`src/rtl/uart_rx.sv`:
```
// 8N1 UART receiver: 2-flop synchronizer, mid-bit sampling FSM and a one-entry
// valid/ready holding register with framing-error and overrun pulses.
//
// state     | meaning
// IDLE      | line idle, waiting for a falling edge on rx_s
// START     | counting to mid start bit to confirm it
// DATA      | sampling DATA_BITS data bits at mid-bit, LSB first
// STOP      | sampling the stop bit at mid-bit
// WAIT_IDLE | bad stop bit seen, waiting for the line to return high
module uart_rx #(
  parameter int CLKS_PER_BIT = 434,
  parameter int DATA_BITS    = 8
) (
  input  logic                 clk,
  input  logic                 rst_n,
  input  logic                 rx_i,
  output logic [DATA_BITS-1:0] rx_data_o,
  output logic                 rx_valid_o,
  input  logic                 rx_ready_i,
  output logic                 frame_err_o,
  output logic                 overrun_o,
  output logic                 busy_o
);

  localparam int BW = $clog2(CLKS_PER_BIT);
  localparam int CW = $clog2(DATA_BITS + 1);
  localparam logic [BW-1:0] HALF_LAST = BW'(CLKS_PER_BIT / 2 - 1);
  localparam logic [BW-1:0] BIT_LAST  = BW'(CLKS_PER_BIT - 1);
  localparam logic [CW-1:0] BITS_LAST = CW'(DATA_BITS - 1);

  typedef enum logic [2:0] {IDLE, START, DATA, STOP, WAIT_IDLE} state_t;

  state_t               state, state_nxt;
  logic [BW-1:0]        baud_cnt, baud_nxt;
  logic [CW-1:0]        bit_cnt, bit_nxt;
  logic [DATA_BITS-1:0] shift, shift_nxt;
  logic                 sync1, rx_s;
  logic                 done, done_nxt;
  logic                 ferr_nxt;

  always_ff @(posedge clk) begin
    if (!rst_n) begin
      sync1       <= 1'b1;
      rx_s        <= 1'b1;
      state       <= IDLE;
      baud_cnt    <= '0;
      bit_cnt     <= '0;
      shift       <= '0;
      done        <= 1'b0;
      frame_err_o <= 1'b0;
    end else begin
      sync1       <= rx_i;
      rx_s        <= sync1;
      state       <= state_nxt;
      baud_cnt    <= baud_nxt;
      bit_cnt     <= bit_nxt;
      shift       <= shift_nxt;
      done        <= done_nxt;
      frame_err_o <= ferr_nxt;
    end
  end

  always_comb begin
    state_nxt = state;
    baud_nxt  = baud_cnt;
    bit_nxt   = bit_cnt;
    shift_nxt = shift;
    done_nxt  = 1'b0;
    ferr_nxt  = 1'b0;
    case (state)
      IDLE: begin
        if (!rx_s) begin
          state_nxt = START;
          baud_nxt  = '0;
        end
      end
      START: begin
        if (baud_cnt == HALF_LAST) begin
          baud_nxt  = '0;
          bit_nxt   = '0;
          state_nxt = rx_s ? IDLE : DATA;
        end else begin
          baud_nxt = baud_cnt + BW'(1);
        end
      end
      DATA: begin
        if (baud_cnt == BIT_LAST) begin
          baud_nxt  = '0;
          shift_nxt = {rx_s, shift[DATA_BITS-1:1]};
          bit_nxt   = bit_cnt + CW'(1);
          if (bit_cnt == BITS_LAST) state_nxt = STOP;
        end else begin
          baud_nxt = baud_cnt + BW'(1);
        end
      end
      STOP: begin
        if (baud_cnt == BIT_LAST) begin
          baud_nxt = '0;
          // Returning to IDLE at mid stop bit leaves half a bit to catch the next start edge.
          if (rx_s) begin
            done_nxt  = 1'b1;
            state_nxt = IDLE;
          end else begin
            ferr_nxt  = 1'b1;
            state_nxt = WAIT_IDLE;
          end
        end else begin
          baud_nxt = baud_cnt + BW'(1);
        end
      end
      WAIT_IDLE: begin
        if (rx_s) state_nxt = IDLE;
      end
      default: state_nxt = IDLE;
    endcase
  end

  assign busy_o = (state != IDLE);

  // A delivery in the same cycle as a handshake replaces the accepted byte.
  always_ff @(posedge clk) begin
    if (!rst_n) begin
      rx_data_o  <= '0;
      rx_valid_o <= 1'b0;
      overrun_o  <= 1'b0;
    end else begin
      overrun_o <= 1'b0;
      if (done) begin
        if (!rx_valid_o || rx_ready_i) begin
          rx_data_o  <= shift;
          rx_valid_o <= 1'b1;
        end else begin
          overrun_o <= 1'b1;
        end
      end else if (rx_valid_o && rx_ready_i) begin
        rx_valid_o <= 1'b0;
      end
    end
  end

endmodule

```
`config.mk`:
```
export PLATFORM = sky130hd
export DESIGN_NAME = uart_rx
export DESIGN_NICKNAME = d
export VERILOG_FILES = /design/src/rtl/uart_rx.sv
export SDC_FILE = /design/constraint.sdc
export NUM_CORES = 1
export LEC_CHECK = 0
export ABC_AREA = 1
export CAP_MARGIN = 20
export CORE_ASPECT_RATIO = 0.5
export CORE_MARGIN = 2
export CORE_UTILIZATION = 40
export CTS_BUF_LIST = sky130_fd_sc_hd__clkbuf_16
export DETAILED_ROUTE_END_ITERATION = 12
export GPL_TIMING_DRIVEN = 1
export MAX_ROUTING_LAYER = met4
export PLACE_DENSITY = 0.69
export SYNTH_ARGS = -nofsm -noshare
export SYNTH_HDL_FRONTEND = slang
export SYNTH_SLANG_ARGS = --single-unit
```
`constraint.sdc`:
```
create_clock -name clk -period 2.1 [get_ports clk]
set_input_delay 0.315 -clock clk [delete_from_list [all_inputs] [get_ports clk]]
set_output_delay 0.315 -clock clk [all_outputs]
set_load 0.01 [all_outputs]
```
Word-level counts from Yosys, hierarchy flattened
Index checks and enable logic that the tools add are counted.
Storage, ports and cells
  bits in read-only memories: 0
  latch bits: 0
  register bits after elaboration: 38
  bits in writable memories: 0
  memories: 0
  word-level logic and storage cells: 66
Cells by class
  multiplexer cells: 22
  bitwise logic cells: 0
  shift-type cells: 0
  magnitude comparators: 0
  reduce and logical (&&, ||, !) cells: 17
  multiply operators: 0
  add/sub/neg operators: 2
  div/mod/pow operators: 0
  eq/ne operators: 14
Operator list (count)
  9-bit two-way mux: 3
  9-bit one-hot mux with 3 select lines: 1
  3-bit two-way mux: 7
  3-bit one-hot mux with 5 select lines: 1
  2-bit != test, second input constant: 6
  2-bit AND reduction: 5
  9-bit by 1-bit adder with 9-bit output, second input constant: 1
  9-bit by 8-bit == test with 1-bit output, second input constant: 1
  9-bit == test, second input constant: 1
  4-bit two-way mux: 2
  4-bit one-hot mux with 2 select lines: 1
  3-bit by 2-bit == test with 1-bit output, second input constant: 2
  1-bit two-way mux: 6
  3-bit AND reduction: 2
  6-bit AND reduction: 1
  3-bit nonzero test: 2
  4-bit by 1-bit adder with 4-bit output, second input constant: 1
  4-bit by 3-bit == test with 1-bit output, second input constant: 1
  2-bit nonzero test: 2
  3-bit by 1-bit == test with 1-bit output, second input constant: 1
  3-bit == test, second input constant: 1
  3-bit zero test: 1
  2-bit two-way mux: 1
  2-bit by 1-bit != test with 1-bit output, second input constant: 1
  other kinds (4): 4

Depth between registers and ports, before layout
  word-level depth: 4
  mapped depth: 11
  depth with buffers taken out: 11

Worst setup path before layout
OpenSTA, ideal clock, no wires.
  path kind: reg2reg
  start: register baud_cnt[0]
  end: register baud_cnt[2]
  path slack: 790 ps
  stages on the path, launching flop included: 9
  arrival time: 1190 ps
  required time: 1979 ps
  cell sequence: dfxtp_1 -> ha_1 -> nand2_1 -> nor2_2 -> nand2_1 -> nand2_1 -> nand2_2 -> nor2_2 -> nor2_1
On the way
  cells in the longest elaborated chain, start to end: 3
Ends and longest elaborated chain
  start, declared: RTL line 34  | logic [BW-1:0] baud_cnt, baud_nxt;
  start signal, assigned: RTL line 55  | baud_cnt <= baud_nxt;
  9-bit by 1-bit adder with 9-bit output, or another cell as far along: RTL line 83, 93, 108
  9-bit two-way mux, on equally long branches: RTL line 87, 97, 78
  9-bit one-hot mux with 3 select lines (*): RTL line 70  | case (state)
Mark *: on every way between the ends. The rest lies on a longest branch, timed or not.
A chain may end at the register's enable or synchronous reset.

Final worst setup path
  start: register state[2]
  end: output busy_o
On the way
  cells in the longest elaborated chain, start to end: 1
Ends and longest elaborated chain
  start, declared: RTL line 33  | state_t state, state_nxt;
  start signal, assigned: RTL line 54  | state <= state_nxt;
  3-bit nonzero test: RTL line 118  | assign busy_o = (state != IDLE);
  end, declared: RTL line 22  | output logic busy_o
Every way passes these cells.

==> results.md <==
* Global-route wire length before repair at 5.75 mm
* Mapped Area at 1740 um^2
* Congestion Overflow GR at 0
* HP Class: flip-flop to flip-flop
* Sum of negative setup slack at 0 ps
* Die width at 97.2 um
* Postcts setup bufs at 0
* Clk pwr share at 32.4%
* Final Skew at 3.21 ps
* Critical path arrival at 1490 ps
* TritonCTS Buffers at 5
* Num rows at 16
* Die H at 50.6 um
* Switch Pwr at 0.790 mW
* Worst R2R Setup Slack at 500 ps
* Peak Freq at 0.554 GHz
* Type of origin of the critical path: flip-flop
* Simple-Gate Fraction of Synth Area at 30.8%
* Initial Util at 43.2%
* Hold EP: rx_s
* Worst Tran Pin Value at 405 ps
* Multi-input gate area at 816 um^2
* Router iterations before antenna repair at 4
* Port-buffer cells at 15
* Minimum clock period at 1810 ps
* Routed WL per cell at 10.8 um
* Reg2reg start: baud_cnt[0]
* Initial antenna violation count at 0
* RR Endpoint: bit_cnt[3]
* Layout Area Growth over Synthesis at 19.7%
* RSZ-0062 raised after global routing: no
* Register area at 761 um^2
* DRC viols at 0
* Routability cong. at 0.842
* Slew Limit Headroom at 72.8%
* Synth warn at 0
* Status: finished clean
* Final Util at 51.6%
* Worst-path clk slew at 60 ps
* Total GRT Usage at 15.1%
* Layout Nets at 270
* H-tree Lvls at 2
* Hold-fix buffers, CTS at 0
* Largest family of logic cells by synthesized area: simple AND/OR/NAND/NOR gates
* Root Driver: clkbuf_16
* Total Wirelength at 3.42 mm
* Fin crit share at 86.0%
* Compound-cell area share of the yosys netlist at 13.3%
* Clock Latency Late Sink at 280 ps
* Pint at 1.42 mW
* Post-route ant nets at 0
* Largest net degree at the start of global routing at 18
* Sink Count at 38
* PostCTS Resize Cnt at 0
* XOR/XNOR Fraction of Synth Area at 0%
* Crit Path Class: flip-flop to output pin
* Max Fanout on Critical Path at 6
* I/O pins at 16
* Syn Nets at 252
* Synthesized instance count at 244
* Comb pwr share at 29.3%
* Synth unique cells at 23
* HPWL Detailed at 2.43 mm
* Vias per cell at 4.83
* MaxCap Viol Count at 0
* Switch share at 35.8%
* Sequential Power Share at 38.3%
* Post-synthesis mux area share at 0%
* Final Hold Vio Count at 0
* Ant. Diodes at 0
* Fin Hold WS at 419 ps
* Total core area at 4020 um^2
* Synth Area in Adders at 2.88%
* Share of layout cells above drive strength 1 at 10.3%
* DIE AREA at 4920 um^2
* Hold Crit Depth at 1
* Vias in the first global route at 1357
* Setup crit end kind: output pin
* Register area share after synthesis at 43.8%
* CTS max path bufs at 2
* Setup Viol. Count Final at 0
* Slew Limit Fails at 0
* Hold wc startpoint: sync1
* Maximum vdd drop at 490 uV
* CP Data Required Time at 1780 ps
* First DRT Iteration DRCs at 50
* Pwr dens at 1060 nW/um^2
* Yosys reg bits at 38
* LEAKAGE at 0.820 nW
* Synthesized area per cell at 7.12 um^2
* CTS tree: done
* Layout fillers at 398
* Vias post-DR at 1532
* Register-to-Register Path Depth at 8
[power by group through the flow]
stage	Clock (mW)	Combinational [mW]	Sequential (mW)
after detailed placement	0	0.635	0.860
after global routing	0.755	0.735	0.855
after floorplan	0	0.496	0.842
after CTS	0.729	0.644	0.844
after global placement	0	0.632	0.854
final	0.715	0.646	0.844
[kinds of logic after synthesis]
kind of cell    Yosys count
buf+inv                  39
simple gates            119
flops                    38
fa+ha+maj                 4
compound gates           44
[registers in the layout (all words and copies together) (netlist names)]
| register | count |
|---|---|
| shift | 8 |
| done | 1 |
| frame_err_o | 1 |
| rx_valid_o | 1 |
| state | 3 |
| overrun_o | 1 |
| rx_s | 1 |
| baud_cnt | 9 |
| bit_cnt | 4 |
| rx_data_o | 8 |
| sync1 | 1 |
[Yosys cell counts]
library cell,count,area [um^2]
a21oi_1,22,110
inv_1,30,113
inv_2,2,7.51
nand2_1,49,184
ha_1,4,50.1
clkbuf_1,3,11.3
a21oi_4,1,16.3
dfxtp_1,38,761
nand3_1,18,90.1
nor2_2,5,31.3
nor3_1,3,15.0
o21ai_1,2,10.0
nand3_2,2,20.0
nor4b_1,1,8.76
o21ai_0,19,95.1
or2_2,2,12.5
nor3b_1,1,7.51
nor2_1,29,109
nand2_2,5,31.3
buf_2,3,15.0
clkbuf_8,1,13.8
nand4_1,3,18.8
nor4_1,1,6.26
[critical path, stage by stage (launching register included)]
cell and delay, ps:
dfxtp_1 470, nor2_1 140, nand2_1 80, clkdlybuf4s50_1 520
[placed cells by master (no fill, tap or decap), types with 2 or more instances in the layout]
| cell type | n |
|---|---|
| nand2_1 | 49 |
| nand2_2 | 5 |
| inv_1 | 30 |
| nand3_2 | 2 |
| nor2_1 | 29 |
| o21ai_0 | 19 |
| o21ai_1 | 2 |
| nor3_1 | 3 |
| a21oi_1 | 22 |
| inv_2 | 2 |
| clkdlybuf4s50_1 | 15 |
| buf_4 | 3 |
| clkbuf_16 | 5 |
| nor2_2 | 5 |
| nand4_1 | 3 |
| or2_2 | 2 |
| ha_1 | 4 |
| dfxtp_1 | 38 |
| nand3_1 | 18 |
[cell type report]
cell class,instances,area share [%]
Multi-Input combinational cell,167,39.3
Sequential cell,38,36.6
Timing Repair Buffer,18,8.31
Clock buffer,5,6.02
Inverter,32,5.78
Tap cell,54,3.25
Clock inverter,3,0.783
[through the flow]
| step | instance area [um^2] | instances | power, mW | setup slack (ps) |
|---|---|---|---|---|
| after CTS | 2080 | 317 | 2.22 | 293 |
| after global placement | 1940 | 309 | 1.49 | 591 |
| after detailed placement | 1940 | 309 | 1.49 | 535 |
| after global routing | 2080 | 317 | 2.35 | 223 |
| after floorplan | 1740 | 244 | 1.34 | 790 |
| final | 2080 | 317 | 2.20 | 295 |
[how the worst max path moves through the flow]
| stage | startpoint | endpoint | slack (ps) | cells after the start |
|---|---|---|---|---|
| floorplan | baud_cnt[0] | baud_cnt[2] | 790 | 8 |
| global placement | baud_cnt[0] | baud_cnt[5] | 590 | 8 |
| detailed placement | baud_cnt[0] | bit_cnt[3] | 530 | 8 |
| CTS | state[2] | busy_o | 290 | 3 |
| global route | state[2] | busy_o | 220 | 3 |
| finish | state[2] | busy_o | 290 | 3 |
[routing by layer]
layer  vias up  share of wire (%)  GRT usage, %  routed length [um]
met4         0                1.3          4.93                  44
met5         -                  0             -                   0
li1        817                  -             -                   -
met2        26                 43          23.6                1460
met3         4                4.4          4.18                 149
met1       685                 52          19.3                1770
Note: power is estimated with default switching activity, not from simulation.
